## src/rtl/v_ist_scoreboard_if.sv

```systemverilog
// ----------------------------------------------------------------------------
// v_ist_scoreboard_if
// Bundles the decode-side issue port, the FU stage-update port, the retire
// report and the occupancy status of the vector instruction status table.
//   issue_*  : decode -> table. An instruction is accepted on a rising edge
//              where issue_valid && issue_ready. issue_ready is combinational
//              and does not depend on issue_valid; decode may hold
//              issue_valid high and must keep the fields stable until accept.
//   upd_*    : FU -> table, single-cycle strobe, no back-pressure.
//   retire_* : table -> outside, retire_valid is a one-cycle pulse.
//   count/full/empty : occupancy of the table.
// Modports: slave = the scoreboard itself, master = decode/FU side.
// ----------------------------------------------------------------------------
interface v_ist_scoreboard_if #(
  parameter int NO_OF_SLOTS = 8,
  parameter int OP_BITS     = 6,
  parameter int NUM_VREGS   = 32
);
  localparam int RW    = $clog2(NUM_VREGS);
  localparam int TAG_W = $clog2(NO_OF_SLOTS);

  logic               issue_valid;
  logic [OP_BITS-1:0] issue_op;
  logic [RW-1:0]      issue_vd;
  logic [RW-1:0]      issue_vs1;
  logic [RW-1:0]      issue_vs2;
  logic               issue_ready;
  logic [TAG_W-1:0]   issue_tag;
  logic               hazard;

  logic               upd_valid;
  logic [TAG_W-1:0]   upd_tag;
  logic [2:0]         upd_stage;

  logic               retire_valid;
  logic [OP_BITS-1:0] retire_op;
  logic [RW-1:0]      retire_vd;

  logic [TAG_W:0]     count;
  logic               full;
  logic               empty;

  modport slave (
    input  issue_valid, issue_op, issue_vd, issue_vs1, issue_vs2,
    input  upd_valid, upd_tag, upd_stage,
    output issue_ready, issue_tag, hazard,
    output retire_valid, retire_op, retire_vd,
    output count, full, empty
  );

  modport master (
    output issue_valid, issue_op, issue_vd, issue_vs1, issue_vs2,
    output upd_valid, upd_tag, upd_stage,
    input  issue_ready, issue_tag, hazard,
    input  retire_valid, retire_op, retire_vd,
    input  count, full, empty
  );
endinterface

```

## src/rtl/v_ist_scoreboard.sv

```systemverilog
// ----------------------------------------------------------------------------
// v_ist_scoreboard
// In-order instruction status table plus per-vreg busy scoreboard for the
// vector coprocessor. Issued instructions go into a circular table at the
// tail; FUs move each entry through IS(0)/RO(1)/EX(2)/WB(3)/DONE(4) by tag;
// the head entry retires once it reaches DONE and is reported for one cycle.
// A vreg stays busy from accept of its writer until that writer retires, so
// any issue touching a busy vreg (RAW or WAW) is stalled.
// Ports:
//   clk  - clock, all state on the rising edge
//   nrst - synchronous active-low reset, drops every entry
//   sb   - v_ist_scoreboard_if.slave (issue, update, retire, status)
// ----------------------------------------------------------------------------
module v_ist_scoreboard #(
  parameter int NO_OF_SLOTS = 8,
  parameter int OP_BITS     = 6,
  parameter int NUM_VREGS   = 32
) (
  input  logic                  clk,
  input  logic                  nrst,
  v_ist_scoreboard_if.slave     sb
);
  localparam int RW    = $clog2(NUM_VREGS);
  localparam int TAG_W = $clog2(NO_OF_SLOTS);

  localparam logic [2:0]     ST_IS    = 3'd0;
  localparam logic [2:0]     ST_DONE  = 3'd4;
  localparam logic [TAG_W:0] SLOTS    = (TAG_W+1)'(NO_OF_SLOTS);
  localparam logic [TAG_W:0] CNT_ONE  = (TAG_W+1)'(1);
  localparam logic [TAG_W-1:0] TAG_ONE = TAG_W'(1);

  // Table storage
  logic [NO_OF_SLOTS-1:0] valid_q, valid_d;
  logic [OP_BITS-1:0]     op_q    [NO_OF_SLOTS];
  logic [OP_BITS-1:0]     op_d    [NO_OF_SLOTS];
  logic [RW-1:0]          vd_q    [NO_OF_SLOTS];
  logic [RW-1:0]          vd_d    [NO_OF_SLOTS];
  logic [2:0]             stage_q [NO_OF_SLOTS];
  logic [2:0]             stage_d [NO_OF_SLOTS];

  logic [TAG_W-1:0]       head_q, head_d;
  logic [TAG_W-1:0]       tail_q, tail_d;
  logic [TAG_W:0]         count_q, count_d;
  logic [NUM_VREGS-1:0]   busy_q, busy_d;

  logic                   retire_valid_q, retire_valid_d;
  logic [OP_BITS-1:0]     retire_op_q, retire_op_d;
  logic [RW-1:0]          retire_vd_q, retire_vd_d;

  logic hazard;
  logic full;
  logic accept;
  logic retire_fire;
  logic vd_shared;

  // Hazard and readiness come only from registered state, so a retire in
  // the same cycle never frees a vreg for an issue in that cycle.
  always_comb begin
    hazard = busy_q[sb.issue_vd] | busy_q[sb.issue_vs1] | busy_q[sb.issue_vs2];
    full   = (count_q == SLOTS);
    accept = sb.issue_valid && !full && !hazard;
    retire_fire = valid_q[head_q] && (stage_q[head_q] == ST_DONE);
  end

  // Another live entry writing the same vreg keeps the busy bit set.
  always_comb begin
    vd_shared = 1'b0;
    for (int i = 0; i < NO_OF_SLOTS; i++) begin
      if ((TAG_W'(i) != head_q) && valid_q[i] && (vd_q[i] == vd_q[head_q])) begin
        vd_shared = 1'b1;
      end
    end
  end

  always_comb begin
    valid_d        = valid_q;
    op_d           = op_q;
    vd_d           = vd_q;
    stage_d        = stage_q;
    head_d         = head_q;
    tail_d         = tail_q;
    count_d        = count_q;
    busy_d         = busy_q;
    retire_valid_d = 1'b0;
    retire_op_d    = retire_op_q;
    retire_vd_d    = retire_vd_q;

    // Stage updates only move forward, only on live slots, only to legal codes.
    if (sb.upd_valid && valid_q[sb.upd_tag] &&
        (sb.upd_stage > stage_q[sb.upd_tag]) && (sb.upd_stage <= ST_DONE)) begin
      stage_d[sb.upd_tag] = sb.upd_stage;
    end

    if (retire_fire) begin
      valid_d[head_q] = 1'b0;
      retire_valid_d  = 1'b1;
      retire_op_d     = op_q[head_q];
      retire_vd_d     = vd_q[head_q];
      head_d          = head_q + TAG_ONE;
      if (!vd_shared) begin
        busy_d[vd_q[head_q]] = 1'b0;
      end
    end

    // Accept writes the tail slot; it cannot alias the retiring head because
    // accept requires a non-full table. Applied last so a fresh entry always
    // starts in IS even if a stray update targeted the same slot.
    if (accept) begin
      valid_d[tail_q] = 1'b1;
      op_d[tail_q]    = sb.issue_op;
      vd_d[tail_q]    = sb.issue_vd;
      stage_d[tail_q] = ST_IS;
      tail_d          = tail_q + TAG_ONE;
      busy_d[sb.issue_vd] = 1'b1;
    end

    if (accept && !retire_fire) begin
      count_d = count_q + CNT_ONE;
    end else if (!accept && retire_fire) begin
      count_d = count_q - CNT_ONE;
    end
  end

  always_ff @(posedge clk) begin
    if (!nrst) begin
      valid_q        <= '0;
      head_q         <= '0;
      tail_q         <= '0;
      count_q        <= '0;
      busy_q         <= '0;
      retire_valid_q <= 1'b0;
      retire_op_q    <= '0;
      retire_vd_q    <= '0;
      for (int i = 0; i < NO_OF_SLOTS; i++) begin
        op_q[i]    <= '0;
        vd_q[i]    <= '0;
        stage_q[i] <= ST_IS;
      end
    end else begin
      valid_q        <= valid_d;
      head_q         <= head_d;
      tail_q         <= tail_d;
      count_q        <= count_d;
      busy_q         <= busy_d;
      retire_valid_q <= retire_valid_d;
      retire_op_q    <= retire_op_d;
      retire_vd_q    <= retire_vd_d;
      for (int i = 0; i < NO_OF_SLOTS; i++) begin
        op_q[i]    <= op_d[i];
        vd_q[i]    <= vd_d[i];
        stage_q[i] <= stage_d[i];
      end
    end
  end

  assign sb.issue_ready  = !full && !hazard;
  assign sb.issue_tag    = tail_q;
  assign sb.hazard       = hazard;
  assign sb.retire_valid = retire_valid_q;
  assign sb.retire_op    = retire_op_q;
  assign sb.retire_vd    = retire_vd_q;
  assign sb.count        = count_q;
  assign sb.full         = full;
  assign sb.empty        = (count_q == '0);

endmodule

```

## src/flat_wrapper.sv

```systemverilog
// flat-port wrapper written by rule: the top's interface ports become plain ports
module v_ist_scoreboard_flat 
#(
  parameter int NO_OF_SLOTS = 8,
  parameter int OP_BITS     = 6,
  parameter int NUM_VREGS   = 32
)
  (clk, nrst, sb_issue_valid, sb_issue_op, sb_issue_vd, sb_issue_vs1, sb_issue_vs2, sb_upd_valid, sb_upd_tag, sb_upd_stage, sb_issue_ready, sb_issue_tag, sb_hazard, sb_retire_valid, sb_retire_op, sb_retire_vd, sb_count, sb_full, sb_empty);
  v_ist_scoreboard_if #(.NO_OF_SLOTS(NO_OF_SLOTS), .OP_BITS(OP_BITS), .NUM_VREGS(NUM_VREGS)) sb_i ();
  input  logic clk;
  input  logic nrst;
  input wire logic [$bits(sb_i.issue_valid)-1:0] sb_issue_valid;
  input wire logic [$bits(sb_i.issue_op)-1:0] sb_issue_op;
  input wire logic [$bits(sb_i.issue_vd)-1:0] sb_issue_vd;
  input wire logic [$bits(sb_i.issue_vs1)-1:0] sb_issue_vs1;
  input wire logic [$bits(sb_i.issue_vs2)-1:0] sb_issue_vs2;
  input wire logic [$bits(sb_i.upd_valid)-1:0] sb_upd_valid;
  input wire logic [$bits(sb_i.upd_tag)-1:0] sb_upd_tag;
  input wire logic [$bits(sb_i.upd_stage)-1:0] sb_upd_stage;
  output wire logic [$bits(sb_i.issue_ready)-1:0] sb_issue_ready;
  output wire logic [$bits(sb_i.issue_tag)-1:0] sb_issue_tag;
  output wire logic [$bits(sb_i.hazard)-1:0] sb_hazard;
  output wire logic [$bits(sb_i.retire_valid)-1:0] sb_retire_valid;
  output wire logic [$bits(sb_i.retire_op)-1:0] sb_retire_op;
  output wire logic [$bits(sb_i.retire_vd)-1:0] sb_retire_vd;
  output wire logic [$bits(sb_i.count)-1:0] sb_count;
  output wire logic [$bits(sb_i.full)-1:0] sb_full;
  output wire logic [$bits(sb_i.empty)-1:0] sb_empty;
  assign sb_i.issue_valid = sb_issue_valid;
  assign sb_i.issue_op = sb_issue_op;
  assign sb_i.issue_vd = sb_issue_vd;
  assign sb_i.issue_vs1 = sb_issue_vs1;
  assign sb_i.issue_vs2 = sb_issue_vs2;
  assign sb_i.upd_valid = sb_upd_valid;
  assign sb_i.upd_tag = sb_upd_tag;
  assign sb_i.upd_stage = sb_upd_stage;
  assign sb_issue_ready = sb_i.issue_ready;
  assign sb_issue_tag = sb_i.issue_tag;
  assign sb_hazard = sb_i.hazard;
  assign sb_retire_valid = sb_i.retire_valid;
  assign sb_retire_op = sb_i.retire_op;
  assign sb_retire_vd = sb_i.retire_vd;
  assign sb_count = sb_i.count;
  assign sb_full = sb_i.full;
  assign sb_empty = sb_i.empty;
  v_ist_scoreboard #(.NO_OF_SLOTS(NO_OF_SLOTS), .OP_BITS(OP_BITS), .NUM_VREGS(NUM_VREGS)) u_core (.clk(clk), .nrst(nrst), .sb(sb_i));
endmodule
```

## config.mk

```make
export PLATFORM = sky130hd
export DESIGN_NAME = v_ist_scoreboard_flat
export DESIGN_NICKNAME = d
export VERILOG_FILES = /design/src/rtl/v_ist_scoreboard_if.sv /design/src/rtl/v_ist_scoreboard.sv /design/src/flat_wrapper.sv
export SDC_FILE = /design/constraint.sdc
export NUM_CORES = 1
export LEC_CHECK = 0
export CAP_MARGIN = 15
export CORE_UTILIZATION = 61
export CTS_CLUSTER_SIZE = 14
export DETAILED_ROUTE_END_ITERATION = 10
export GPL_ROUTABILITY_DRIVEN = 1
export PLACE_DENSITY = 0.86
export REMOVE_ABC_BUFFERS = 1
export SLEW_MARGIN = 20
export SYNTH_ARGS = -nofsm -noshare
export SYNTH_HDL_FRONTEND = slang
export SYNTH_SLANG_ARGS = --single-unit
```

## constraint.sdc

```tcl
create_clock -name clk -period 6.85 [get_ports clk]
set_input_delay 1.0275 -clock clk [delete_from_list [all_inputs] [get_ports clk]]
set_output_delay 1.0275 -clock clk [all_outputs]
set_load 0.005 [all_outputs]
```

### After elaboration in Yosys (flattened, before gate mapping)

Cells that the tools add are included.

* register bits after elaboration: 174
* input port bits: 31
* output and inout bits: 23
* logic and storage cells: 181

* $add $sub $neg: 4
* magnitude comparators: 18
* equal/unequal tests: 17
* mux-type cells: 59
* bitwise gates (word level): 13
* reduce and logical (&&, ||, !) cells: 38

Operators by type and width (count)
* two-way mux 32 bit: 3
* bitwise mux 48 bit: 1
* two-way mux 24 bit: 2
* bitwise mux 40 bit: 1
* == test 5 bit: 8
* AND 32 bit: 1
* inverter 32 bit: 1
* OR 32 bit: 1
* logical AND 1 bit: 31
* AND 24 bit: 1
* bitwise mux 24 bit: 1
* < comparator 5 x 6 -> 1 bit (second input constant): 4
* inverter 24 bit: 1
* binary-select mux 3 bit (select 3 bit): 2
* binary-select mux 6 bit (select 3 bit): 1
* demux 3 bit (select 3 bit): 2
* demux 6 bit (select 3 bit): 1
* two-way mux 1 bit: 18
* two-way mux 3 bit: 6
* two-way mux 6 bit: 3
* two-way mux 8 bit: 2
* binary-select mux 1 bit (select 5 bit): 3
* binary-select mux 5 bit (select 3 bit): 1
* demux 5 bit (select 3 bit): 1
* 29 further kinds: 53

### Longest topological paths before layout

Gate-level depths: netlist (run 1).

* depth after elaboration: 18
* mapped depth: 17
* mapped depth without buffers: 14

### Worst setup path before layout (run 1)

No wires, ideal clock.

* path type: input to register
* start point: in sb_issue_vs2[0]
* end point: reg u_core.count_q[3], in the netlist u_core.sb.count[3]
* setup time: 0.070 ns
* arrival: 4.552 ns
* slack: 2.227 ns
* cell stages on the path: 15
* cells stage by stage: clkbuf_1 -> mux4_2 -> mux4_2 -> mux2i_1 -> nor4b_2 -> buf_4 -> buf_2 -> ha_1 -> inv_1 -> ha_1 -> a21o_1 -> a21oi_1 -> xnor2_1 -> or3_1 -> a21oi_1

* cells in the longest elaborated chain, start to end: 8
* elaborated cells between the ends (all ways): 10

Ends and longest elaborated chain
* start, declared: RTL line flat_wrapper.sv:16 `input wire logic [$bits(sb_i.issue_vs2)-1:0] sb_issue_vs2;`
* binary-select mux 1 bit (select 5 bit) (*): RTL line v_ist_scoreboard.sv:59 `hazard = busy_q[sb.issue_vd] | busy_q[sb.issue_vs1] | busy_q[sb.issue_vs2];`
* two-way mux 1 bit (not written as such) (*): RTL line v_ist_scoreboard.sv:59
* OR 1 bit (*): RTL line v_ist_scoreboard.sv:59
* zero test 1 bit (*): RTL line v_ist_scoreboard.sv:61 `accept = sb.issue_valid && !full && !hazard;`
* logical AND 1 bit (*): RTL line v_ist_scoreboard.sv:61
* net u_core.accept: RTL line v_ist_scoreboard.sv:52 `logic accept;`
* zero test 1 bit: RTL line v_ist_scoreboard.sv:119 `end else if (!accept && retire_fire) begin`
* logical AND 1 bit: RTL line v_ist_scoreboard.sv:119
* nonzero test 2 bit (no source line)
* end signal, assigned: RTL line v_ist_scoreboard.sv:143 `count_q <= count_d;`
* end, declared: RTL line v_ist_scoreboard.sv:43 `logic [TAG_W:0] count_q, count_d;`

Mark *: on every way through the listed nets, which the timed path passes. The rest lies on a longest branch. The select of a mux whose other input is x is not followed.
A chain may end at the register's enable or synchronous reset.

### Final worst setup path (run 1)

* start point: in sb_issue_vd[1]
* end point: reg u_core.op_q[10] (netlist bit)

* cells in the longest elaborated chain, start to end: 6

Ends and longest elaborated chain
* start, declared: RTL line flat_wrapper.sv:14 `input wire logic [$bits(sb_i.issue_vd)-1:0] sb_issue_vd;`
* binary-select mux 1 bit (select 5 bit): RTL line v_ist_scoreboard.sv:59
* two-way mux 1 bit (not written as such): RTL line v_ist_scoreboard.sv:59
* OR 1 bit (2 in a row): RTL line v_ist_scoreboard.sv:59
* zero test 1 bit: RTL line v_ist_scoreboard.sv:61
* logical AND 1 bit: RTL line v_ist_scoreboard.sv:61
* end signal, assigned by index: RTL line v_ist_scoreboard.sv:149 `op_q[i] <= op_d[i];`
* end, declared: RTL line v_ist_scoreboard.sv:34 `logic [OP_BITS-1:0] op_q [NO_OF_SLOTS];`

Every way passes these cells. The select of a mux whose other input is x is not followed.

==> results of run 1 <==
## registers in the layout, summed over array words and instances, names as in the netlist
name and cells:
u_core.stage_q 24, u_core.sb.retire_op 6, u_core.sb.count 4, u_core.sb.retire_vd 5
u_core.valid_q 8, u_core.head_q 3, u_core.sb.retire_valid 1, u_core.op_q 48
u_core.sb.issue_tag 3, u_core.busy_q 32, u_core.vd_q 40
## kinds of logic (layout without fill, tap and decap cells)
group / after synthesis / count (layout)
and+or+nand+nor: 374 / 374
muxes: 155 / 155
AOI/OAI and AO/OA: 165 / 165
DFF: 174 / 174
buffers and inverters: 101 / 112
xor gates and xnor gates: 45 / 45
adders and majority gates: 14 / 14
## cell type report
cell class	count	area [µm²]
Sequential cell	174	3485
Tap cell	188	235.2
Clock buffer	18	439.2
Inverter	13	50.05
Clock inverter	14	143.9
Multi-Input combinational cell	753	5504
Timing Repair Buffer	67	635.6
Fill cell	1083	4653
## routing by layer
layer / track usage (%) / vias up
li1: - / 3653
met1: 41.41 / 3905
met2: 52.42 / 529
met3: 8.520 / 104
met4: 15.31 / 0
met5: 0 / -
## worst max-delay path: stages
cell and delay, ns:
sky130_fd_sc_hd__clkdlybuf4s50_1 1.14, sky130_fd_sc_hd__mux4_2 0.44, sky130_fd_sc_hd__mux4_2 0.47, sky130_fd_sc_hd__mux2_2 0.31, sky130_fd_sc_hd__nor4b_4 0.33, sky130_fd_sc_hd__buf_4 0.30
sky130_fd_sc_hd__and2_1 0.34, sky130_fd_sc_hd__and3b_1 0.80, sky130_fd_sc_hd__mux2i_1 0.29, sky130_fd_sc_hd__nor2_1 0.06
## power breakdown
part           total, mW  leakage, nW  switching, mW  internal, mW
logic              0.442         2.50          0.252         0.189
registers           1.09         1.41         0.0444          1.05
clock network      0.952        0.284          0.457         0.494
## path summary, 6_finish.rpt
path,slack (ns),end,cells after the start
max reg2reg,2.22,u_core.busy_q[24],10
max,1.61,u_core.op_q[10],10
min reg2reg,0.46,u_core.op_q[42],2
min,0.46,u_core.op_q[42],2
## cells in the final DEF (no fill, tap or decap), types with 5 or more instances in the layout
cell type,instances
sky130_fd_sc_hd__a311oi_1,9
sky130_fd_sc_hd__nor2_1,170
sky130_fd_sc_hd__nor4_1,18
sky130_fd_sc_hd__nand2_1,82
sky130_fd_sc_hd__a21oi_1,81
sky130_fd_sc_hd__o21ai_0,41
sky130_fd_sc_hd__mux4_2,51
sky130_fd_sc_hd__xnor2_1,25
sky130_fd_sc_hd__clkdlybuf4s50_1,53
sky130_fd_sc_hd__nand3_1,39
sky130_fd_sc_hd__nand2b_1,12
sky130_fd_sc_hd__buf_4,14
sky130_fd_sc_hd__clkbuf_16,17
sky130_fd_sc_hd__nor2b_1,5
sky130_fd_sc_hd__mux2i_1,100
sky130_fd_sc_hd__ha_1,13
sky130_fd_sc_hd__nor4b_1,5
sky130_fd_sc_hd__xor2_1,20
sky130_fd_sc_hd__inv_6,5
sky130_fd_sc_hd__dfxtp_1,173
sky130_fd_sc_hd__a211oi_1,8
sky130_fd_sc_hd__inv_1,9
sky130_fd_sc_hd__and3_1,8
## per-stage QoR
| step | hold slack [ns] | setup WS [ns] | std cells | total power, mW | cell area [µm²] |
|---|---|---|---|---|---|
| after CTS | 0.4623 | 1.663 | 1227 | 2.479 | 10490 |
| after global routing | 0.4875 | 1.529 | 1227 | 2.576 | 10490 |
| after floorplan | 0.4334 | 2.088 | 940 | 1.367 | 9021 |
| after detailed placement | 0.4508 | 1.280 | 1195 | 1.545 | 9910 |
| after global placement | 0.4447 | 1.511 | 1195 | 1.532 | 9910 |
| final | 0.4629 | 1.612 | 1227 | 2.487 | 10490 |
==> flow_metrics.py, run 1 <==
metrics = {
    "sta": {
        "max_slew_margin_pct": 18.72,
        "setup_viol_count_final": 0,
        "clock_skew_ns": 0.01338,
        "setup_tns_final_ns": 0,
        "grt_setup_unrepaired": "false",
        "worst_pin_slew_ns": 1.209,
        "finalCritPeriodShare_pct": 76.47,
        "timing.final.max_slew_violations": 0,
        "fmaxAchievable_ghz": 0.1909,
        "number_of_endpoints_with_negative_hold_slack_in_the_final_report": 0,
        "layout_min_cycle_time_ns": 5.238,
    },
    "floorplanning": {
        "initial_standard_cell_utilization_of_the_core_pct": 62.26,
        "io_pins": 54,
        "core_um2": 15150,
        "floorplan.rows": 45,
        "fp.dieArea_um2": 15960,
        "dieHeight_um": 126.3,
        "dieWidth_um": 126.3,
    },
    "yosys": {
        "synth_ff_type": "sky130_fd_sc_hd__dfxtp_1",
        "synth_area_leaders": "sky130_fd_sc_hd__dfxtp_1, sky130_fd_sc_hd__mux4_2, sky130_fd_sc_hd__mux2i_1",
        "synthesized_area_per_cell_um2": 9.173,
        "synth.yosys.seq_area_share_pct": 36.94,
        "post_synth_adder_cell_area_pct": 1.937,
        "synth-xor-area-share_pct": 4.179,
        "synth_top_cells_by_count": "sky130_fd_sc_hd__dfxtp_1, sky130_fd_sc_hd__nor2_1, sky130_fd_sc_hd__mux2i_1",
        "ys.warnings.count": 0,
        "syn_inst": 1028,
        "post_synth_mux_area_share_pct": 23.27,
        "yosysTopAreaCell": "sky130_fd_sc_hd__dfxtp_1",
        "synthMostInstantiatedCell": "sky130_fd_sc_hd__dfxtp_1",
        "synth_async_sr_flop_share_pct": 0,
        "synth_top_cell_area_share_pct": 36.94,
        "synth_top_family_by_area": "multiplexers",
        "syn-cell-area_um2": 9430,
        "synth_enable_flop_cells": 0,
        "ys_seq_elements": 174,
        "compound_gate_fraction_of_synth_area_pct": 10.15,
        "synth_simple_gate_area_share_pct": 18.67,
        "synth_cell_types": 61,
    },
    "clocking": {
        "clkSinkCount": 174,
        "ctsResizeCount": 0,
        "post_cts_hold_buffer_count": 0,
        "htree_levels": 4,
        "cts.repair_timing.setup_buffer_count": 0,
        "clock_insertion_delay_worst_skew_ns": 0.44,
        "clockRootBuffer": "sky130_fd_sc_hd__clkbuf_16",
        "cts_tree": "done",
        "clk_pin_slew_ns": 0.07,
        "tritoncts_buffer_count": 17,
        "cts_max_path_buffers": 2,
    },
    "pwr": {
        "worst_ir_drop_vdd_mv": 0.2742,
        "power.leakage_nw": 4.186,
        "power.density_nw_per_um2": 237.0,
    },
    "setup_path": {
        "timing.rr.start": "u_core.head_q[0]",
        "worst_ep_arrival_time_ns": 5.53,
        "crit_required_ns": 7.14,
        "timing.critical_path.to_type": "flop",
        "timing.critical_path.fanout_max": 23,
        "setup.worst_path.start": "sb_issue_vd[1]",
        "crit_path_start_kind": "input port",
        "setup.worst_path.class": "input port to flop",
    },
    "drt": {
        "drt_via_density": 6.676,
        "wl_met2_um": 11970,
        "m1WireLength_um": 9826,
        "ant_nets": 0,
        "post-route-drc-count": 0,
        "route.top_layer_used": "met4",
        "detailroute.via_count": 8191,
        "met3_routed_length_um": 2605,
        "route.final.wire_length_um": 25280,
        "violation_count_after_the_first_detailed_routing_iteration": 1238,
        "wire_per_inst_um": 20.60,
        "drt_pass1_iterations": 5,
    },
    "global_routing": {
        "grt_util_all_layers_pct": 32.69,
        "global_route.overflow_total": 0,
        "grt_first_pass_wirelength_um": 40590,
        "grt_pass1_vias": 7876,
        "antenna_violations_before_repair": 0,
        "grt_max_degree": 63,
    },
    "finish": {
        "areaGrowthSynthToFinish_pct": 11.26,
        "drive_above_1_share_pct": 11.55,
        "finalCoreUtilization_pct": 69.28,
        "num-nets-final": 1071,
        "antennaDiodeCount": 0,
    },
    "placed_design": {
        "post_dp_hpwl_um": 16890,
        "routabilityCongestion": 0.9074,
        "port_buffers": 53,
    },
    "outcome": {
        "status": "finished, final reports clean",
    },
    "run": {
        "max-cap-violations": 0,
    },
    "worst_hold_path": {
        "hp-start": "u_core.op_q[42]",
        "timing.hold.worst.class": "flop to flop",
    },
}
(Power assumes the default switching activity.)
==> run 2: changes to the inputs <==
--- a/config.mk
+++ b/config.mk
@@ -6,11 +6,11 @@
 export NUM_CORES = 1
 export LEC_CHECK = 0
 export CAP_MARGIN = 15
-export CORE_UTILIZATION = 61
+export CORE_UTILIZATION = 60
 export CTS_CLUSTER_SIZE = 14
 export DETAILED_ROUTE_END_ITERATION = 10
 export GPL_ROUTABILITY_DRIVEN = 1
-export PLACE_DENSITY = 0.86
+export PLACE_DENSITY = 0.85
 export REMOVE_ABC_BUFFERS = 1
 export SLEW_MARGIN = 20
 export SYNTH_ARGS = -nofsm -noshare
==> constraint.sdc (replaced) <==
create_clock -name clk -period 5.4 [get_ports clk]
set_input_delay 0.81 -clock clk [delete_from_list [all_inputs] [get_ports clk]]
set_output_delay 0.81 -clock clk [all_outputs]
set_load 0.005 [all_outputs]
==> run 2 against run 1 <==
Compared with the run above: critical path depth did not move; non-clock buffer count is 11 higher; sequential power increased by 28%; sequential share of layout area decreased by 0.46 points; clock-buffer cell count rose by 1; critical path type unchanged; routed wire length fell by 1.0%; via count is 1.9% lower; cell count is 2.8% higher; register-to-register slack worse by 0.64 ns; final area grew 1.4%; combinational power increased by 25%.
==> flow_metrics.py, run 2 (synthesis gave the netlist of run 1 again) <==
metrics = {
    "pwr": {
        "total_power_mw": 3.207,
        "power.leakage_nw": 4.259,
        "clkPwrFrac_pct": 39.5,
        "worst_ir_drop_vdd_mv": 0.2570,
        "p_seq_share_pct": 43.3,
        "power.share.combinational_pct": 17.2,
        "p_sw_share_pct": 28.68,
        "switching_power_uw": 919.9,
        "power.density_nw_per_um2": 301.4,
        "p_int_mw": 2.287,
    },
    "finish": {
        "mostFrequentLayoutCell": "sky130_fd_sc_hd__dfxtp_1",
        "drive_above_1_share_pct": 12.38,
        "post-route-cell-area_um2": 10640,
        "regArea_um2": 3485,
        "multi_input_area_um2": 5504,
        "num-nets-final": 1082,
        "registers.top_by_ff_count": "u_core.op_q",
        "areaGrowthSynthToFinish_pct": 12.84,
        "top_flop_regs": "u_core.op_q (48), u_core.vd_q (40), u_core.busy_q (32)",
        "largest_reg_flops": 48,
        "antennaDiodeCount": 0,
        "fillCellCount": 1105,
        "layout.cells.most_common_list": "sky130_fd_sc_hd__dfxtp_1, sky130_fd_sc_hd__nor2_1, sky130_fd_sc_hd__mux2i_1, sky130_fd_sc_hd__nand2_1, sky130_fd_sc_hd__a21oi_1",
    },
    "run": {
        "max-cap-violations": 0,
    },
    "clocking": {
        "cts_tree": "done",
        "tritoncts_buffer_count": 17,
        "htree_levels": 4,
        "cts_max_path_buffers": 2,
        "clockRootBuffer": "sky130_fd_sc_hd__clkbuf_16",
        "ctsResizeCount": 0,
        "post_cts_hold_buffer_count": 0,
        "clkSinkCount": 174,
        "clk_pin_slew_ns": 0.07,
        "clock_insertion_delay_worst_skew_ns": 0.43,
        "cts.repair_timing.setup_buffer_count": 0,
    },
    "global_routing": {
        "global_route.overflow_total": 0,
        "grt_util_all_layers_pct": 31.78,
        "grt_first_pass_wirelength_um": 39960,
        "grt_max_degree": 65,
        "antenna_violations_before_repair": 0,
        "grt_pass1_vias": 7632,
    },
    "sta": {
        "fmaxAchievable_ghz": 0.2170,
        "timing.final.max_slew_violations": 0,
        "max_slew_margin_pct": 31.92,
        "worst_slack_ns": 0.7908,
        "whs_ns": 0.4595,
        "clock_skew_ns": 0.009245,
        "worst_pin_slew_ns": 1.008,
        "setup_viol_count_final": 0,
        "setup_tns_final_ns": 0,
        "layout_min_cycle_time_ns": 4.609,
        "number_of_endpoints_with_negative_hold_slack_in_the_final_report": 0,
        "grt_setup_unrepaired": "false",
        "finalCritPeriodShare_pct": 85.36,
    },
    "setup_path": {
        "crit_path_start_kind": "input port",
        "timing.critical_path.fanout_max": 19,
        "worst_ep_arrival_time_ns": 4.89,
        "setup.worst_path.class": "input port to flop",
        "crit_required_ns": 5.68,
        "timing.critical_path.to_type": "flop",
    },
    "drt": {
        "wire_per_inst_um": 19.84,
        "drt_pass1_iterations": 5,
        "ant_nets": 0,
        "route.final.wire_length_um": 25020,
        "detailroute.via_count": 8039,
        "drt_via_density": 6.375,
        "violation_count_after_the_first_detailed_routing_iteration": 1084,
        "post-route-drc-count": 0,
    },
    "floorplanning": {
        "dieWidth_um": 127.4,
        "core_um2": 15260,
        "dieHeight_um": 127.4,
        "initial_standard_cell_utilization_of_the_core_pct": 61.80,
        "floorplan.rows": 45,
        "io_pins": 54,
        "fp.dieArea_um2": 16220,
    },
    "placed_design": {
        "detailed_place.area_um2": 10030,
        "routabilityCongestion": 0.9111,
        "port_buffers": 53,
        "post_dp_hpwl_um": 16700,
        "dp_slack_ns": 0.4535,
    },
    "outcome": {
        "status": "finished, final reports clean",
    },
    "worst_hold_path": {
        "timing.hold.worst.class": "flop to flop",
    },
}
[run 2: final timing paths]
| kind | from | end | slack [ns] | cells after the start |
|---|---|---|---|---|
| setup / recovery | sb_issue_vd[0] | u_core.vd_q[2] | 0.79 | 10 |
| setup reg to reg | u_core.head_q[1] | u_core.busy_q[0] | 1.58 | 10 |
| hold / removal | u_core.op_q[46] | u_core.op_q[46] | 0.46 | 2 |
| hold reg to reg | u_core.op_q[46] | u_core.op_q[46] | 0.46 | 2 |
[run 2: power groups by stage]
stage               clock network, mW  logic, mW  registers (mW)
floorplan                           0      0.333            1.40
global placement                    0      0.525            1.41
detailed placement                  0      0.540            1.42
CTS                              1.28      0.546            1.39
global route                     1.34      0.602            1.39
finish                           1.27      0.552            1.39
[run 2: final cells by class]
class / instances / area share, %
clock buffer: 19 / 4.162
clock inverter: 13 / 1.552
inverter: 13 / 0.4703
multi-input combinational: 753 / 51.72
sequential: 174 / 32.75
tap: 211 / 2.481
timing repair buffer: 78 / 6.867
[run 2: per-stage QoR]
| step | cells | util [%] |
|---|---|---|
| finish | 1261 | 69.74 |
| CTS | 1261 | 69.74 |
| global route | 1261 | 69.74 |
| floorplan | 940 | - |
| detailed placement | 1229 | 65.76 |
| global placement | 1229 | 65.76 |
[run 2: critical path: stages]
cell and delay, ns:
sky130_fd_sc_hd__clkdlybuf4s50_1 0.81, sky130_fd_sc_hd__mux4_2 0.59, sky130_fd_sc_hd__mux4_2 0.45, sky130_fd_sc_hd__mux2_2 0.32, sky130_fd_sc_hd__nor4b_4 0.32, sky130_fd_sc_hd__buf_4 0.29, sky130_fd_sc_hd__and2_1 0.34, sky130_fd_sc_hd__nand3_2 0.54
sky130_fd_sc_hd__mux2i_1 0.33, sky130_fd_sc_hd__nor2_1 0.06
[run 2: layer usage]
layer	routed length (µm)	track usage (%)
met1	10380	42.90
met2	11500	49.34
met3	2519	7.998
met4	614	11.90
met5	0	0
